File: config.mk
export PLATFORM = sky130hd
export DESIGN_NAME = bra_pre_sel_ctrl
export DESIGN_NICKNAME = d
export VERILOG_FILES = /design/src/rtl/bra_pre_sel_ctrl.sv
export SDC_FILE = /design/constraint.sdc
export NUM_CORES = 1
export LEC_CHECK = 0
export ABC_CLOCK_PERIOD_IN_PS = 4900
export BUFFER_PORTS_ARGS = -buffer_cell sky130_fd_sc_hd__buf_2
export CORE_MARGIN = 3
export CORE_UTILIZATION = 55
export CTS_CLUSTER_SIZE = 12
export DETAILED_ROUTE_END_ITERATION = 8
export GPL_TIMING_DRIVEN = 0
export PLACE_DENSITY = 0.82
export SYNTH_ARGS = -nofsm -noshare
export SYNTH_HDL_FRONTEND = slang
export SYNTH_SLANG_ARGS = --single-unit
export TNS_END_PERCENT = 30
File: constraint.sdc
create_clock -name clk -period 4.9 [get_ports clk]
set_input_delay 0.735 -clock clk [delete_from_list [all_inputs] [get_ports clk]]
set_output_delay 0.735 -clock clk [all_outputs]
set_load 0.02 [all_outputs]
File: src/rtl/bra_pre_sel_ctrl.sv
// Chooser-table controller for a two-predictor branch selector.
// Sweeps the external table to INIT_VAL after reset, then serves 1-cycle
// lookups and read-modify-write counter updates over one shared table port.
// Ports:
//   clk, reset (async, active-low)
//   lkp_valid/lkp_addr/lkp_ready        lookup request
//   lkp_rsp_valid/lkp_rsp_sel           lookup response, one cycle after accept
//   upd_valid/upd_addr/upd_p1_ok/upd_p2_ok/upd_ready   update request
//   tab_wr_en/tab_addr/tab_wdata/tab_rdata             table port (comb read)
//   init_done                           init sweep finished
module bra_pre_sel_ctrl #(
    parameter int unsigned       ADDR_W     = 10,
    parameter int unsigned       DATA_W     = 2,
    parameter logic [DATA_W-1:0] INIT_VAL   = DATA_W'(1),
    parameter int unsigned       STARVE_MAX = 4
) (
    input  logic              clk,
    input  logic              reset,
    input  logic              lkp_valid,
    input  logic [ADDR_W-1:0] lkp_addr,
    output logic              lkp_ready,
    output logic              lkp_rsp_valid,
    output logic              lkp_rsp_sel,
    input  logic              upd_valid,
    input  logic [ADDR_W-1:0] upd_addr,
    input  logic              upd_p1_ok,
    input  logic              upd_p2_ok,
    output logic              upd_ready,
    output logic              tab_wr_en,
    output logic [ADDR_W-1:0] tab_addr,
    output logic [DATA_W-1:0] tab_wdata,
    input  logic [DATA_W-1:0] tab_rdata,
    output logic              init_done
);

    localparam int unsigned STARVE_W = $clog2(STARVE_MAX + 1);
    localparam logic [ADDR_W-1:0]   SWEEP_LAST = '1;
    localparam logic [DATA_W-1:0]   CNT_MAX    = '1;
    localparam logic [STARVE_W-1:0] STARVE_LIM = STARVE_W'(STARVE_MAX);

    typedef enum logic [1:0] {
        ST_INIT,
        ST_IDLE,
        ST_UPD_RD,
        ST_UPD_WR
    } state_t;

    state_t              state_q, state_d;
    logic [ADDR_W-1:0]   sweep_q, sweep_d;
    logic [STARVE_W-1:0] starve_q, starve_d;
    logic [ADDR_W-1:0]   hold_addr_q, hold_addr_d;
    logic                hold_p1_q, hold_p1_d;
    logic                hold_p2_q, hold_p2_d;
    logic [DATA_W-1:0]   rd_val_q, rd_val_d;
    logic                lkp_rsp_valid_q, lkp_rsp_valid_d;
    logic                lkp_rsp_sel_q, lkp_rsp_sel_d;
    logic                init_done_q, init_done_d;

    logic                lkp_acc;
    logic                upd_acc;
    logic [DATA_W-1:0]   new_val;

    // Lookups win the shared port until the pending update has lost STARVE_MAX times.
    assign lkp_ready = (state_q == ST_IDLE) ||
                       ((state_q == ST_UPD_RD) && (starve_q != STARVE_LIM));
    assign lkp_acc   = lkp_valid && lkp_ready;
    assign upd_acc   = upd_valid && (state_q == ST_IDLE);

    // Saturating chooser-counter step toward whichever predictor alone was right.
    always_comb begin
        new_val = rd_val_q;
        if (hold_p2_q && !hold_p1_q && (rd_val_q != CNT_MAX)) begin
            new_val = rd_val_q + DATA_W'(1);
        end else if (hold_p1_q && !hold_p2_q && (rd_val_q != '0)) begin
            new_val = rd_val_q - DATA_W'(1);
        end
    end

    // State register.
    always_ff @(posedge clk or negedge reset) begin
        if (!reset) begin
            state_q <= ST_INIT;
        end else begin
            state_q <= state_d;
        end
    end

    // Next-state logic.
    always_comb begin
        state_d = state_q;
        case (state_q)
            ST_INIT:   if (sweep_q == SWEEP_LAST) state_d = ST_IDLE;
            ST_IDLE:   if (upd_acc) state_d = ST_UPD_RD;
            ST_UPD_RD: if (!lkp_acc) state_d = ST_UPD_WR;
            ST_UPD_WR: state_d = ST_IDLE;
            default:   state_d = ST_INIT;
        endcase
    end

    // Table port and handshake outputs.
    always_comb begin
        upd_ready = 1'b0;
        tab_wr_en = 1'b0;
        tab_addr  = hold_addr_q;
        tab_wdata = new_val;
        case (state_q)
            ST_INIT: begin
                tab_wr_en = 1'b1;
                tab_addr  = sweep_q;
                tab_wdata = INIT_VAL;
            end
            ST_IDLE: begin
                upd_ready = 1'b1;
                if (lkp_acc) tab_addr = lkp_addr;
            end
            ST_UPD_RD: begin
                if (lkp_acc) tab_addr = lkp_addr;
            end
            ST_UPD_WR: begin
                // Skip the write when the counter did not move.
                tab_wr_en = (new_val != rd_val_q);
            end
            default: ;
        endcase
    end

    // Datapath next values.
    always_comb begin
        sweep_d         = sweep_q;
        starve_d        = starve_q;
        hold_addr_d     = hold_addr_q;
        hold_p1_d       = hold_p1_q;
        hold_p2_d       = hold_p2_q;
        rd_val_d        = rd_val_q;
        lkp_rsp_valid_d = 1'b0;
        lkp_rsp_sel_d   = lkp_rsp_sel_q;
        init_done_d     = init_done_q;

        if (lkp_acc) begin
            lkp_rsp_valid_d = 1'b1;
            lkp_rsp_sel_d   = tab_rdata[DATA_W-1];
        end

        case (state_q)
            ST_INIT: begin
                sweep_d = sweep_q + ADDR_W'(1);
                if (sweep_q == SWEEP_LAST) init_done_d = 1'b1;
            end
            ST_IDLE: begin
                if (upd_acc) begin
                    hold_addr_d = upd_addr;
                    hold_p1_d   = upd_p1_ok;
                    hold_p2_d   = upd_p2_ok;
                end
            end
            ST_UPD_RD: begin
                if (lkp_acc) begin
                    starve_d = starve_q + STARVE_W'(1);
                end else begin
                    rd_val_d = tab_rdata;
                    starve_d = '0;
                end
            end
            default: ;
        endcase
    end

    // Datapath registers.
    always_ff @(posedge clk or negedge reset) begin
        if (!reset) begin
            sweep_q         <= '0;
            starve_q        <= '0;
            hold_addr_q     <= '0;
            hold_p1_q       <= 1'b0;
            hold_p2_q       <= 1'b0;
            rd_val_q        <= '0;
            lkp_rsp_valid_q <= 1'b0;
            lkp_rsp_sel_q   <= 1'b0;
            init_done_q     <= 1'b0;
        end else begin
            sweep_q         <= sweep_d;
            starve_q        <= starve_d;
            hold_addr_q     <= hold_addr_d;
            hold_p1_q       <= hold_p1_d;
            hold_p2_q       <= hold_p2_d;
            rd_val_q        <= rd_val_d;
            lkp_rsp_valid_q <= lkp_rsp_valid_d;
            lkp_rsp_sel_q   <= lkp_rsp_sel_d;
            init_done_q     <= init_done_d;
        end
    end

    assign lkp_rsp_valid = lkp_rsp_valid_q;
    assign lkp_rsp_sel   = lkp_rsp_sel_q;
    assign init_done     = init_done_q;

endmodule
==> After elaboration in Yosys (flattened, before gate mapping) <==
Cells that the tools add are included.
{ "totals": {"out_inout_bits": 18, "register_bits": 32, "wordCells": 55, "inputBits": 28} }
{ "op_classes": {"eq_ne": 10, "muxes": 13, "reduce_logical": 17, "n_addsub": 4, "bitwise": 1} }
{ "ops": {"columns": ["op", "n"], "rows": [
  ["10-bit one-hot mux with 2 select lines", 1],
  ["2-bit 2-to-1 mux", 6],
  ["10-bit by 1-bit adder with 10-bit output, second input constant", 1],
  ["10-bit == test, second input constant", 1],
  ["10-bit 2-to-1 mux", 1],
  ["2-bit inequality test, second input constant", 4],
  ["2-bit one-hot mux with 4 select lines", 1],
  ["1-bit logical AND", 7],
  ["2-bit AND reduction", 3],
  ["2-bit == test, second input constant", 2],
  ["3-bit by 1-bit adder with 3-bit output, second input constant", 1],
  ["3-bit 2-to-1 mux", 1],
  ["3-bit inequality test, second input constant", 1],
  ["3-bit AND reduction", 1],
  ["2-bit by 1-bit adder with 2-bit output, second input constant", 1],
  ["2-bit by 1-bit == test with 1-bit output, second input constant", 1],
  ["1-bit logical NOT", 2],
  ["2-bit logical NOT", 1],
  ["1-bit 2-to-1 mux", 2],
  ["2-bit inequality test", 1],
  ["1-bit one-hot mux with 2 select lines", 1],
  ["2-bit nonzero test", 1],
  ["2-bit OR reduction", 1],
  ["2-bit by 1-bit subtractor with 2-bit output, second input constant", 1],
  ["2 further kinds", 2]
]} }

==> Logic depth before layout (Yosys ltp) <==
{ "logic_depth": {"word_depth": 7, "depth_mapped": 8, "depth_no_buf": 7} }

==> Worst setup path after synthesis <==
Ideal clock, no wire load.
{ "synth_timing": {"path_type": "reg-to-output", "start": "reg state_q[0]", "end": "out tab_wdata[1]", "t_arrival_ns": 2.047, "slack_ns": 2.118, "n_path_buf": 2, "required_ns": 4.165, "stages_incl_launch_ff": 6, "path_cell_list": "dfrtp_1 > inv_1 > ha_1 > buf_2 > buf_2 > a2111oi_0"} }
{ "synth_via": {"elab_chain_cells": 2} }
{ "synth_lines": {"columns": ["element", "line", "source"], "rows": [
  ["from (decl)", "48", "state_t state_q, state_d;"],
  ["from (signal assigned)", "84", "state_q <= state_d;"],
  ["2-bit logical NOT", "106", "case (state_q)"],
  ["2-bit 2-to-1 mux", "106", null],
  ["to (decl)", "31", "output logic [DATA_W-1:0] tab_wdata,"]
]} }
Every way passes these cells.

==> Worst setup path after layout <==
{ "layout_timing": {"start": "reg state_q[0]", "end": "out tab_addr[7]"} }
{ "layout_via": {"elab_chain_cells": 6, "word_cells_on_any_way": 9, "classes_between": "eq/ne (2); mux (2); reduce/logical (5)"} }
{ "layout_lines": {"columns": ["element", "line", "source"], "rows": [
  ["2-bit == test", "65, 106", null],
  ["1-bit logical AND", "65", "((state_q == ST_UPD_RD) && (starve_q != STARVE_LIM));"],
  ["1-bit logical OR", "64", "assign lkp_ready = (state_q == ST_IDLE) ||"],
  ["1-bit logical AND", "66", "assign lkp_acc = lkp_valid && lkp_ready;"],
  ["10-bit 2-to-1 mux", "114, 117", null],
  ["10-bit one-hot mux with 2 select lines *", "106", null],
  ["to (decl)", "30", "output logic [ADDR_W-1:0] tab_addr,"]
]} }
Mark *: on every way between the ends. The rest lies on a longest branch, timed or not.

==> impl_metrics.py <==
metrics = {
    "pwr": {
        "p_leak_nw": 1.11,
        "vdd.ir_drop.worst_uv": 281,
        "powerDensity_mw_per_mm2": 715,
    },
    "setup_path": {
        "worstPathCellList": "inv_1 > ha_1 > a21boi_1 > o21ai_2 > buf_2 > nand3_1 > nand3_1 > buf_2",
        "reg2reg_depth": 6,
        "cp.required_ns": 4.16,
        "cp.arrival_ns": 2.32,
        "startpoint_type": "flop",
        "rrSetupSlack_ns": 3.02,
        "crit_slowest_cell": "dfrtp_1",
        "crit_fanout": 10,
        "crit_type": "reg -> out",
        "slowest_delay_ns": 0.44,
        "end_kind": "output pin",
    },
    "yosys": {
        "synth-edff-count": 0,
        "ys_seq_area_frac": 0.430,
        "ys_ff_latch": 32,
        "syn_nets": 230,
        "synth_top_family_by_area": "simple AND/OR/NAND/NOR gates",
        "synth_flop_cell": "dfrtp_1",
        "synth_top_area_frac": 0.430,
        "synthDistinctLibCells": 38,
        "synth-compound-area-share": 0.0935,
        "synthSimpleGateAreaFrac": 0.213,
        "synth_warnings": 0,
        "syn_area_mm2": 0.00186,
        "async_reset_ff_frac": 1.00,
        "syn_inst": 192,
        "synth_mux_area_frac": 0.110,
        "synth_area_per_cell_um2": 9.69,
        "synth-xor-area-share": 0.0471,
        "synth-adder-area-share": 0.0672,
        "synthTopCellsByArea": "dfrtp_1 (43%), mux2_2 (9.7%), nand3_1 (7.5%)",
        "synth_area_leader_cell": "dfrtp_1",
    },
    "die": {
        "initial_utilization": 0.595,
        "fp.dieH_um": 64.2,
        "die_w_um": 64.2,
        "ioPinCount": 46,
        "die-area_mm2": 0.00412,
        "coreArea_mm2": 0.00313,
        "row_count": 20,
    },
    "sta": {
        "timing.final.crit_period_ns": 3.05,
        "setup_tns_ns": 0,
        "tightest_slew_ns": 0.695,
        "finalSetupViolCount": 0,
        "drv_slew": 0,
        "fin_skew_ns": 0.00246,
        "hold_viol": 0,
        "rsz0062_at_grt": "false",
        "max_freq_mhz": 328,
        "finalCritPeriodShare": 0.622,
        "max_slew_margin": 0.537,
    },
    "clock_tree": {
        "cts_hold_buf": 0,
        "clk_pin_slew_ns": 0.10,
        "root_buffer": "clkbuf_4",
        "numCtsBuffers": 5,
        "clock-sinks": 32,
        "cts_tree": "built",
        "htreeDepth": 2,
        "postCtsSetupBuffers": 0,
        "worst_skew_pair.late_latency_ns": 0.34,
        "cts.repair.resized": 0,
        "cts_buffer_depth": 2,
    },
    "run": {
        "maxCapViolCount": 0,
    },
    "layout": {
        "final_nets": 282,
        "drive_above_1_share": 0.331,
        "fin_util": 0.710,
        "diodes": 0,
        "final_common_cell": "buf_2",
        "mostFrequentLayoutCells": "buf_2 (49), dfrtp_1 (32), nand3_1 (28)",
        "area_delta_synth_final_pct": 19.4,
    },
    "global_route": {
        "grt_max_degree": 33,
        "antenna_found_initial": 0,
        "grt_usage": 0.225,
        "gr-total-overflow": 0,
        "grt_pass1_wl_um": 7180,
        "grt_pass1_vias": 1676,
    },
    "drt": {
        "drc": 0,
        "post_drt_via_cell_ratio": 5.60,
        "drtAntennaViolNets": 0,
        "routedWlPerCell_um": 14.5,
        "firstDrtPassIters": 4,
        "wl_um": 4190,
        "drtIter0Drc": 58,
        "vias": 1617,
    },
    "place": {
        "io_buffer_count": 45,
        "place_congestion": 0.828,
        "hpwl_um": 3180,
    },
    "status": {
        "status": "finished, final reports clean",
    },
    "worst_hold_path": {
        "holdCritPathClass": "in -> async",
    },
}
## power by group
part | leakage (nW) | switching, mW | internal [mW]
sequential | 0.399 | 0.100 | 0.367
clock | 0.0412 | 0.0955 | 0.106
combinational | 0.666 | 0.546 | 0.373
total | 1.11 | 0.742 | 0.847
## cells by family after synthesis
| family | count (synthesis) |
|---|---|
| xor+xnor | 10 |
| buf+inv | 17 |
| compound gates | 25 |
| flops | 32 |
| fa+ha+maj | 10 |
| simple gates | 80 |
| mux | 18 |
## per-stage QoR
stage          cells  power [mW]  hold slack (ns)  cell area [um2]  worst slack (ns)
3_3_place_gp     281        1.36            0.458             2140              2.27
4_1_cts          289        1.59            0.431             2220              1.82
2_1_floorplan    192        1.12            0.439             1860              2.12
3_5_place_dp     281        1.39            0.464             2140              2.22
5_1_grt          289        1.72            0.451             2220              1.64
6_report         289        1.59            0.423             2220              1.85
## Yosys cell counts (2+ instances only)
| cell type | instances |
|---|---|
| nand3_1 | 28 |
| ha_1 | 10 |
| xor2_1 | 4 |
| a21oi_1 | 12 |
| nand2_1 | 20 |
| dfrtp_1 | 32 |
| buf_2 | 4 |
| clkbuf_1 | 3 |
| inv_1 | 7 |
| nor3_1 | 3 |
| nand2b_1 | 3 |
| mux2_2 | 16 |
| nor2b_1 | 3 |
| o22ai_1 | 2 |
| nand4_1 | 4 |
| nor2_1 | 14 |
| xnor2_1 | 6 |
## worst paths after layout
kind,from,end
setup / recovery,state_q[0],tab_addr[7]
setup reg to reg,state_q[0],rd_val_q[0]
min in group clk,init_done,init_done
max in group asynchronous,reset,sweep_q[2]
hold reg to reg,init_done,init_done
hold / removal,reset,rd_val_q[1]
## flip-flops by register name, indices dropped and copies added, names as in the netlist
register / count
lkp_rsp_valid: 1
hold_p2_q: 1
hold_addr_q: 10
lkp_rsp_sel: 1
rd_val_q: 2
starve_q: 3
init_done: 1
hold_p1_q: 1
sweep_q: 10
state_q: 2
## worst max-delay path: cells and delay by family, from the launching register on
kind | cells | cell delay [ns]
AO/OA/AOI/OAI | 2 | 0.46
adder cells (fa/ha/maj) | 1 | 0.31
AND/OR/NAND/NOR | 2 | 0.20
flip-flops | 1 | 0.44
buffers and inverters | 3 | 0.55
## per-layer routing
metal	GRT usage	up-vias	share of wire
met4	0.111	0	0.020
met2	0.357	58	0.46
met3	0.0721	9	0.067
met1	0.274	775	0.45
met5	0	-	0
li1	-	775	-
## layout make-up
cell class,count,area [um2]
Buffer,9,42.5
Clock buffer,5,37.5
Clock inverter,3,42.5
Fill cell,251,907
Inverter,8,30.0
Multi-Input combinational cell,143,987
Sequential cell,32,801
Tap cell,44,55.1
Timing Repair Buffer,45,225
No activity file was read; power rests on OpenSTA's default activity.
